## src/rtl/sc_ulpi_pkg.sv

```systemverilog
`default_nettype none
// ============================================================================
// Module      : sc_ulpi_pkg
// Description : Shared ULPI register-access constants, FSM state encoding and
//               a small bus-ownership helper.
// Revision    : 1.0 - initial release
// ============================================================================
package sc_ulpi_pkg;

   localparam logic [1:0] ccdRegWrite = 2'b10;
   localparam logic [1:0] ccdRegRead  = 2'b11;
   localparam logic [5:0] cpdExtAddr  = 6'h2F;

   typedef enum logic [3:0] {
      ST_IDLE    = 4'd0,
      ST_TXCMD   = 4'd1,
      ST_EXTADDR = 4'd2,
      ST_WRDATA  = 4'd3,
      ST_STOP    = 4'd4,
      ST_RDTURN  = 4'd5,
      ST_RDDATA  = 4'd6,
      ST_RDEND   = 4'd7,
      ST_ABTWAIT = 4'd8,
      ST_DONE    = 4'd9
   } ulpi_state_e;

   // States in which the link owns the data bus.
   function automatic logic link_drives(input ulpi_state_e s);
      return (s == ST_TXCMD) || (s == ST_EXTADDR) ||
             (s == ST_WRDATA) || (s == ST_STOP);
   endfunction

endpackage : sc_ulpi_pkg
`default_nettype wire

```

## src/rtl/sc_ulpi_regif.sv

```systemverilog
`default_nettype none
// ============================================================================
// Module      : sc_ulpi_regif
// Description : ULPI link-side register read/write engine with abort/retry
//               handling and RX CMD capture.
// Revision    : 1.0 - initial release
// ============================================================================
module sc_ulpi_regif
   import sc_ulpi_pkg::*;
#(
   parameter int MAX_RETRY = 15
) (
   input  wire logic       ULPICLK,
   input  wire logic       ULPIRST,
   input  wire logic       REG_REQ,
   output logic            REG_ACK,
   output logic            REG_ERR,
   input  wire logic [1:0] REG_CCD,
   input  wire logic [5:0] REG_CPD,
   input  wire logic [7:0] REG_EXT_ADDR,
   input  wire logic [7:0] REG_TX_DATA,
   output logic [7:0]      REG_RX_DATA,
   output logic            RXCMD_VALID,
   output logic [7:0]      RXCMD,
   input  wire logic       ULPI_DIR,
   input  wire logic       ULPI_NXT,
   input  wire logic [7:0] ULPI_DATA_I,
   output logic [7:0]      ULPI_DATA_O,
   output logic            ULPI_DATA_OE,
   output logic            ULPI_STP
);

   // One spare count above MAX_RETRY marks the failing abort.
   localparam int RW = $clog2(MAX_RETRY + 2);

   ulpi_state_e state_q, state_d;
   logic [RW-1:0] retry_q, retry_d;
   logic [1:0]    ccd_q, ccd_d;
   logic [5:0]    cpd_q, cpd_d;
   logic [7:0]    ext_q, ext_d;
   logic [7:0]    txd_q, txd_d;
   logic [7:0]    rx_data_q, rx_data_d;
   logic [7:0]    rxcmd_q, rxcmd_d;
   logic [7:0]    data_o_q, data_o_d;
   logic          rxcmd_valid_q, rxcmd_valid_d;
   logic          ack_q, ack_d;
   logic          err_q, err_d;
   logic          stp_q, stp_d;
   logic          dir_prev_q, dir_prev_d;
   logic          retry_exhausted;
   logic          is_read;

   assign retry_exhausted = (retry_q > RW'(MAX_RETRY));
   assign is_read         = (ccd_q == ccdRegRead);

   always_comb begin
      state_d       = state_q;
      retry_d       = retry_q;
      ccd_d         = ccd_q;
      cpd_d         = cpd_q;
      ext_d         = ext_q;
      txd_d         = txd_q;
      rx_data_d     = rx_data_q;
      rxcmd_d       = rxcmd_q;
      rxcmd_valid_d = 1'b0;
      dir_prev_d    = ULPI_DIR;

      case (state_q)
         ST_IDLE: begin
            if (REG_REQ && !ULPI_DIR && !dir_prev_q && !ack_q) begin
               state_d = ST_TXCMD;
               retry_d = '0;
               ccd_d   = REG_CCD;
               cpd_d   = REG_CPD;
               ext_d   = REG_EXT_ADDR;
               txd_d   = REG_TX_DATA;
            end
         end
         // DIR is tested before NXT so a simultaneous abort always wins.
         ST_TXCMD: begin
            if (ULPI_DIR) begin
               state_d = ST_ABTWAIT;
               retry_d = retry_q + RW'(1);
            end else if (ULPI_NXT) begin
               if (cpd_q == cpdExtAddr) state_d = ST_EXTADDR;
               else if (is_read)        state_d = ST_RDTURN;
               else                     state_d = ST_WRDATA;
            end
         end
         ST_EXTADDR: begin
            if (ULPI_DIR) begin
               state_d = ST_ABTWAIT;
               retry_d = retry_q + RW'(1);
            end else if (ULPI_NXT) begin
               state_d = is_read ? ST_RDTURN : ST_WRDATA;
            end
         end
         ST_WRDATA: begin
            if (ULPI_DIR) begin
               state_d = ST_ABTWAIT;
               retry_d = retry_q + RW'(1);
            end else if (ULPI_NXT) begin
               state_d = ST_STOP;
            end
         end
         ST_STOP: state_d = ST_DONE;
         ST_RDTURN: begin
            if (ULPI_DIR && ULPI_NXT) begin
               state_d = ST_ABTWAIT;
               retry_d = retry_q + RW'(1);
            end else if (ULPI_DIR) begin
               state_d = ST_RDDATA;
            end
         end
         ST_RDDATA: begin
            rx_data_d = ULPI_DATA_I;
            state_d   = ST_RDEND;
         end
         ST_RDEND: begin
            if (!ULPI_DIR) state_d = ST_DONE;
         end
         // Leave only after DIR has been low for the turnaround cycle too.
         ST_ABTWAIT: begin
            if (!ULPI_DIR && !dir_prev_q)
               state_d = retry_exhausted ? ST_DONE : ST_TXCMD;
         end
         ST_DONE: state_d = ST_IDLE;
         default: state_d = ST_IDLE;
      endcase

      if (ULPI_DIR && !ULPI_NXT && dir_prev_q &&
          (state_q == ST_IDLE || state_q == ST_ABTWAIT)) begin
         rxcmd_d       = ULPI_DATA_I;
         rxcmd_valid_d = 1'b1;
      end

      ack_d = (state_d == ST_DONE);
      err_d = (state_q == ST_ABTWAIT) && (state_d == ST_DONE);
      stp_d = (state_d == ST_STOP);

      case (state_d)
         ST_TXCMD:   data_o_d = {ccd_d, cpd_d};
         ST_EXTADDR: data_o_d = ext_d;
         ST_WRDATA:  data_o_d = txd_d;
         default:    data_o_d = 8'h00;
      endcase
   end

   always_ff @(posedge ULPICLK) begin
      if (ULPIRST) begin
         state_q       <= ST_IDLE;
         retry_q       <= '0;
         ccd_q         <= '0;
         cpd_q         <= '0;
         ext_q         <= '0;
         txd_q         <= '0;
         rx_data_q     <= '0;
         rxcmd_q       <= '0;
         rxcmd_valid_q <= 1'b0;
         ack_q         <= 1'b0;
         err_q         <= 1'b0;
         stp_q         <= 1'b0;
         data_o_q      <= '0;
         dir_prev_q    <= 1'b0;
      end else begin
         state_q       <= state_d;
         retry_q       <= retry_d;
         ccd_q         <= ccd_d;
         cpd_q         <= cpd_d;
         ext_q         <= ext_d;
         txd_q         <= txd_d;
         rx_data_q     <= rx_data_d;
         rxcmd_q       <= rxcmd_d;
         rxcmd_valid_q <= rxcmd_valid_d;
         ack_q         <= ack_d;
         err_q         <= err_d;
         stp_q         <= stp_d;
         data_o_q      <= data_o_d;
         dir_prev_q    <= dir_prev_d;
      end
   end

   assign REG_ACK      = ack_q;
   assign REG_ERR      = err_q;
   assign REG_RX_DATA  = rx_data_q;
   assign RXCMD_VALID  = rxcmd_valid_q;
   assign RXCMD        = rxcmd_q;
   assign ULPI_DATA_O  = data_o_q;
   assign ULPI_STP     = stp_q;
   assign ULPI_DATA_OE = link_drives(state_q) & ~ULPI_DIR;

endmodule : sc_ulpi_regif
`default_nettype wire

```

## config.mk

```make
export PLATFORM = sky130hd
export DESIGN_NAME = sc_ulpi_regif
export DESIGN_NICKNAME = d
export VERILOG_FILES = /design/src/rtl/sc_ulpi_pkg.sv /design/src/rtl/sc_ulpi_regif.sv
export SDC_FILE = /design/constraint.sdc
export NUM_CORES = 1
export LEC_CHECK = 0
export ABC_CLOCK_PERIOD_IN_PS = 2200
export CAP_MARGIN = 10
export CORE_UTILIZATION = 49
export CTS_BUF_LIST = sky130_fd_sc_hd__clkbuf_8 sky130_fd_sc_hd__clkbuf_16
export DETAILED_ROUTE_END_ITERATION = 6
export HOLD_SLACK_MARGIN = 0.06
export PLACE_DENSITY = 0.79
export SLEW_MARGIN = 20
export SYNTH_ARGS = -nofsm -noshare
export SYNTH_HDL_FRONTEND = slang
export SYNTH_SLANG_ARGS = --single-unit
export TNS_END_PERCENT = 50
```

## constraint.sdc

```tcl
create_clock -name ULPICLK -period 2.2 [get_ports ULPICLK]
set_clock_uncertainty 0.05 [all_clocks]
set_input_delay 0.44 -clock ULPICLK [delete_from_list [all_inputs] [get_ports ULPICLK]]
set_output_delay 0.44 -clock ULPICLK [all_outputs]
set_load 0.01 [all_outputs]
```

# After elaboration in Yosys (flattened, before gate mapping)
# Cells that the tools add are included.
dict set report totals {
  ff_bits 62
  in_bits 37
}
dict set report classes {
  add_sub_neg 1
  n_lt_le_gt_ge 1
  eq_ne 18
  n_mux 29
  bitwise_logic 2
  reduce_logical 21
}
# operator count
set ops {}
lappend ops {{$mux W4} 12}
lappend ops {{$pmux W4 S9} 1}
lappend ops {{$mux W8} 4}
lappend ops {{$pmux W8 S3} 1}
lappend ops {{$eq A4 B3 Y1 const B} 5}
lappend ops {{$eq A4 B2 Y1 const B} 4}
lappend ops {{$mux W5} 3}
lappend ops {{$pmux W5 S3} 1}
lappend ops {{$mux W6} 2}
lappend ops {{$logic_and A1 B1 Y1} 9}
lappend ops {{$eq A4 B1 Y1 const B} 2}
lappend ops {{$eq A4 B4 Y1 const B} 2}
lappend ops {{$eq A6 B6 Y1 const B} 1}
lappend ops {{$mux W3} 2}
lappend ops {{$add A5 B1 Y5 const B} 1}
lappend ops {{$gt A5 B4 Y1 const B} 1}
lappend ops {{$logic_not A1 Y1} 4}
lappend ops {{$logic_not A4 Y1} 1}
lappend ops {{$logic_or A1 B1 Y1} 4}
lappend ops {{$mux W2} 2}
lappend ops {{$ne A2 B2 Y1 const B} 2}
lappend ops {{$reduce_and A4 Y1} 1}
lappend ops {{$reduce_bool A3 Y1} 1}
lappend ops {{$reduce_or A3 Y1} 1}
lappend ops {{5 further kinds} 5}

# Longest topological paths before layout
dict set report logic_depth {
  depth_word 8
  mapped_depth 9
  mapped_depth_nobuf 7
}

# Worst setup path before layout
# No wires, ideal clock.
dict set report synth_timing {
  path_type {input to register}
  from {input ULPI_NXT}
  to {register data_o_q[6] (netlist: ULPI_DATA_O[6])}
  setup_ps 70
  arrival_time_ps 1889
  slack_ps 191
  cell_stages 8
  n_path_buf 2
  cell_sequence {buf_2 -> a21bo_2 -> a211oi_1 -> o311ai_1 -> buf_2 -> nor4_4 -> nand2_1 -> a21oi_1}
}
dict set report synth_between {
  elab_chain_len 5
  word_cells_on_any_way 13
  classes_between {eq/ne: 3; mux: 9; reduce/logical: 1}
}
# item line
set synth_rtl {}
lappend synth_rtl {{start: declaration} sc_ulpi_regif.sv:26} ;# input wire logic ULPI_NXT,
lappend synth_rtl {{$mux W4, or another cell as far along} sc_ulpi_regif.sv:102} ;# end else if (ULPI_NXT) begin
lappend synth_rtl {{$mux W4 (on tied branches)} -}
lappend synth_rtl {{$pmux W4 S9 (*)} sc_ulpi_regif.sv:68} ;# case (state_q)
lappend synth_rtl {{$eq A4 B2 Y1 / $eq A4 B1 Y1 (equally long branches)} sc_ulpi_regif.sv:141} ;# case (state_d)
lappend synth_rtl {{$pmux W8 S3 (*)} sc_ulpi_regif.sv:141}
lappend synth_rtl {{end signal: assignment} sc_ulpi_regif.sv:178} ;# data_o_q <= data_o_d;
lappend synth_rtl {{end: declaration} sc_ulpi_regif.sv:44} ;# logic [7:0] data_o_q, data_o_d;
# Mark *: on every way between the ends. The rest lies on a longest branch, timed or not.
# A chain may end at the register's enable or synchronous reset.

# Worst setup path in the final report
dict set report layout_timing {
  from {register state_q[1]}
  to {register data_o_q[7] (netlist: ULPI_DATA_O[7])}
}
dict set report layout_between {
  elab_chain_len 5
  word_cells_on_any_way 28
  classes_between {eq/ne: 11; mux: 16; reduce/logical: 1}
}
# item line
set layout_rtl {}
lappend layout_rtl {{start: declaration} sc_ulpi_regif.sv:36} ;# ulpi_state_e state_q, state_d;
lappend layout_rtl {{start signal: assignment} sc_ulpi_regif.sv:166} ;# state_q <= state_d;
lappend layout_rtl {{$mux W4 (on tied branches) (2 in a row)} -}
lappend layout_rtl {{$pmux W4 S9} sc_ulpi_regif.sv:68}
lappend layout_rtl {{$eq A4 B2 Y1 / $eq A4 B1 Y1 (equally long branches)} sc_ulpi_regif.sv:141}
lappend layout_rtl {{$pmux W8 S3 (*)} sc_ulpi_regif.sv:141}
# Marks and branches as above.

==> flow_metrics.tcl <==
set metrics [dict create \
    grt_pass1_vias 2385 \
    path_cells "buf_4 -> nor2b_1 -> nand2_1 -> a2111oi_4 -> or3_4 -> buf_4 -> o221ai_1 -> a21oi_1" \
    run_status "complete, no violations" \
    cts.clk_slew.worst_paths_ns 0.07 \
    grt_use_met3_pct 4.47 \
    place.gp.congestion 0.876 \
    finalNetCount 474 \
    crit_slowest_cell "a2111oi_4" \
    cts_tree "built" \
    synth_area_leaders "dfxtp_1, nand2_1, a21oi_1" \
    worstSetupPathType "flip-flop to flip-flop" \
    cp-start-kind "flip-flop" \
    synth_adder_area_share_pct 0.896 \
    hp-class "flip-flop to flip-flop" \
    crit_family "compound AO/OA/AOI/OAI gates" \
    vias 2631 \
    antenna_found_initial 0 \
    clockBufferDepth 2 \
    wl_mm 6.99 \
    setup_viol 0 \
    grt_start_max_net_pins 41 \
    grt_pass1_wl_mm 11.2 \
    hpwl_mm 4.98 \
    grt_util_all_layers_pct 24.0 \
    crit_buf_inv 2 \
    die_h_um 77.5 \
    die_area_um2 6000 \
    max-vdd-ir-drop_mv 0.459 \
    avgRoutedWirePerCell_um 13.7 \
    relSlewSlack_pct 74.8 \
    leakage_nw 1.55 \
    ys_top_cells_by_count "nand2_1, dfxtp_1, a21oi_1" \
    synthSimpleGateAreaFrac_pct 26.4 \
    viasPerCell 5.14 \
    cp_max_fo 14 \
    layout-drive-gt1-share_pct 14.1 \
    synth_top_family_by_area "simple AND/OR/NAND/NOR gates" \
    hold_viol_final 0 \
    synth_top_area_share_pct 44.5 \
    synth_area_per_cell_um2 8.00 \
    crit_arrival_ns 2.27 \
    cp-end-kind "flip-flop" \
    grt_util_met1_pct 32.7 \
    setup_tns_ns 0 \
    drc 0 \
    postSynthCellCount 349 \
    period_needed_ns 2.06 \
    synth_ff_type "dfxtp_1" \
    core_area_um2 5510 \
    synth_seq_cells 62 \
    syn-num-nets 388 \
    clock_latency_ns 0.33 \
    synth_compound_area_share_pct 18.7 \
    die_w_um 77.5 \
    cts.sinks 62 \
    grt_overflow_total 0 \
    hold_slack_ns 0.405 \
    ant_nets 0 \
    synth-edff-count 0 \
    post_cts_buffers 0 \
    dpl_cell_area_um2 3710 \
    max_slew.worst_pin.slew_ns 0.377 \
    cts_buffers 9 \
    synthDistinctLibCells 46 \
    use_met2_pct 36.2 \
    cpMostUsedCell "buf_4" \
    slew_viol_final 0 \
    cts_root_buf "clkbuf_8" \
    rsz0062_at_grt "false" \
    cap_violations 0 \
    synth_most_common_cell "nand2_1" \
    synthMuxAreaShare_pct 3.23 \
    drtIter0Drc 140 \
    max_freq_ghz 0.485 \
    drtPass1Iterations 6 \
    yosysSeqAreaShare_pct 44.5 \
    fin_crit_sh_pct 93.7 \
    nFillCells 456 \
    final_area_um2 3930 \
    critical_path_required_ns 2.41 \
    io_buffers 65 \
    ios 66 \
    diodes 0 \
    busiest_layer "met2" \
    yosysWarningCount 0 \
    num_rows 27 \
    synth.cell_area_um2 2790 \
    ys_async_sr_fraction_pct 0 \
    yosys.area.top_type "dfxtp_1" \
    synth_xor_area_share_pct 0.941 \
    max_stage_delay_ns 0.38 \
    powerDensity_nw_per_um2 613 \
    area_growth_pct 40.9 \
    initial_core_util_pct 50.7 \
    htreeDepth 3 \
]
==> what timing repair did <==
| action | in CTS | in global routing |
|---|---|---|
| hold buffers | 0 | 0 |
| gates resized for setup | 5 | 12 |
| endpoints found under the hold margin | 0 | 0 |
| pin swaps | 1 | 0 |
| endpoints found under the setup margin | 9 | 9 |
==> report_power, final <==
| group | total (mW) | internal, mW | switching, mW |
|---|---|---|---|
| Combinational | 0.397 | 0.207 | 0.189 |
| Sequential | 1.19 | 1.16 | 0.0271 |
| Clock | 0.825 | 0.417 | 0.408 |
| Total | 2.41 | 1.79 | 0.625 |
==> area by class of cell <==
cell class,count,area (um^2),area share [%]
inverter,11,41.3,1.05
tap,72,90.1,2.29
clock buffer,10,138,3.50
clock inverter,6,23.8,0.604
multi-input combinational,251,1460,37.1
timing repair buffer,100,935,23.8
sequential,62,1250,31.7
==> final timing paths <==
| kind | startpoint | to | slack [ns] | depth (start not counted) |
|---|---|---|---|---|
| max | state_q[1] | ULPI_DATA_O[7] | 0.14 | 8 |
| min | txd_q[7] | txd_q[7] | 0.41 | 2 |
| max reg2reg | state_q[1] | ULPI_DATA_O[7] | 0.14 | 8 |
| min reg2reg | txd_q[7] | txd_q[7] | 0.41 | 2 |
==> registers in the layout (all words and copies together), names as in the netlist, 2 cells and up <==
name         flops
txd_q            8
ext_q            8
REG_RX_DATA      8
cpd_q            6
RXCMD            8
ULPI_DATA_O      8
ccd_q            2
state_q          4
retry_q          5
==> cells by family (layout without fill, tap and decap cells) <==
kind of cell	count (synthesis)	after routing
xor+xnor	3	3
compound gates	86	86
simple gates	151	151
flops	62	62
mux	9	9
buf+inv	36	127
fa+ha+maj	2	2
==> through the flow <==
stage | setup WS, ns | total power [mW] | cells | utilization (%)
final | 0.138 | 2.41 | 512 | 71.4
after global routing | 0.0295 | 2.53 | 512 | 71.4
after CTS | 0.00314 | 2.43 | 512 | 70.6
after detailed placement | -0.400 | 1.60 | 496 | 67.5
after global placement | -0.394 | 1.59 | 496 | 67.5
after floorplan | 0.191 | 1.41 | 349 | -
==> tightest hold or removal path, cell delays in order (launching register included) <==
cell and delay (ns):
dfxtp_1 0.31, nand2_1 0.05, a21oi_1 0.05
==> cell usage in the layout, fill, tap and decap left out, types with 2 or more instances in the layout <==
master and count:
and3_1 3, o211a_1 2, and2_1 11, and3b_1 3, o21ai_1 3, nor3_1 3
nand3_1 3, o21ai_0 12, a211oi_2 2, nand2_1 85, a21o_1 2, nand4_1 3
o211ai_1 4, nor2_1 14, nand2b_1 4, inv_1 16, a21oi_1 45, dfxtp_1 60
clkbuf_8 10, xor2_1 2, mux2i_1 9, buf_4 33, o221ai_1 8, ha_1 2
clkdlybuf4s50_1 61, buf_12 2, nor2b_1 10
==> per-layer routing <==
metal | vias up | wire, um
li1 | 1359 | -
met1 | 1195 | 3320
met2 | 66 | 3290
met3 | 11 | 278
met4 | 0 | 108
met5 | - | 0
No activity file was read; power rests on OpenSTA's default activity.
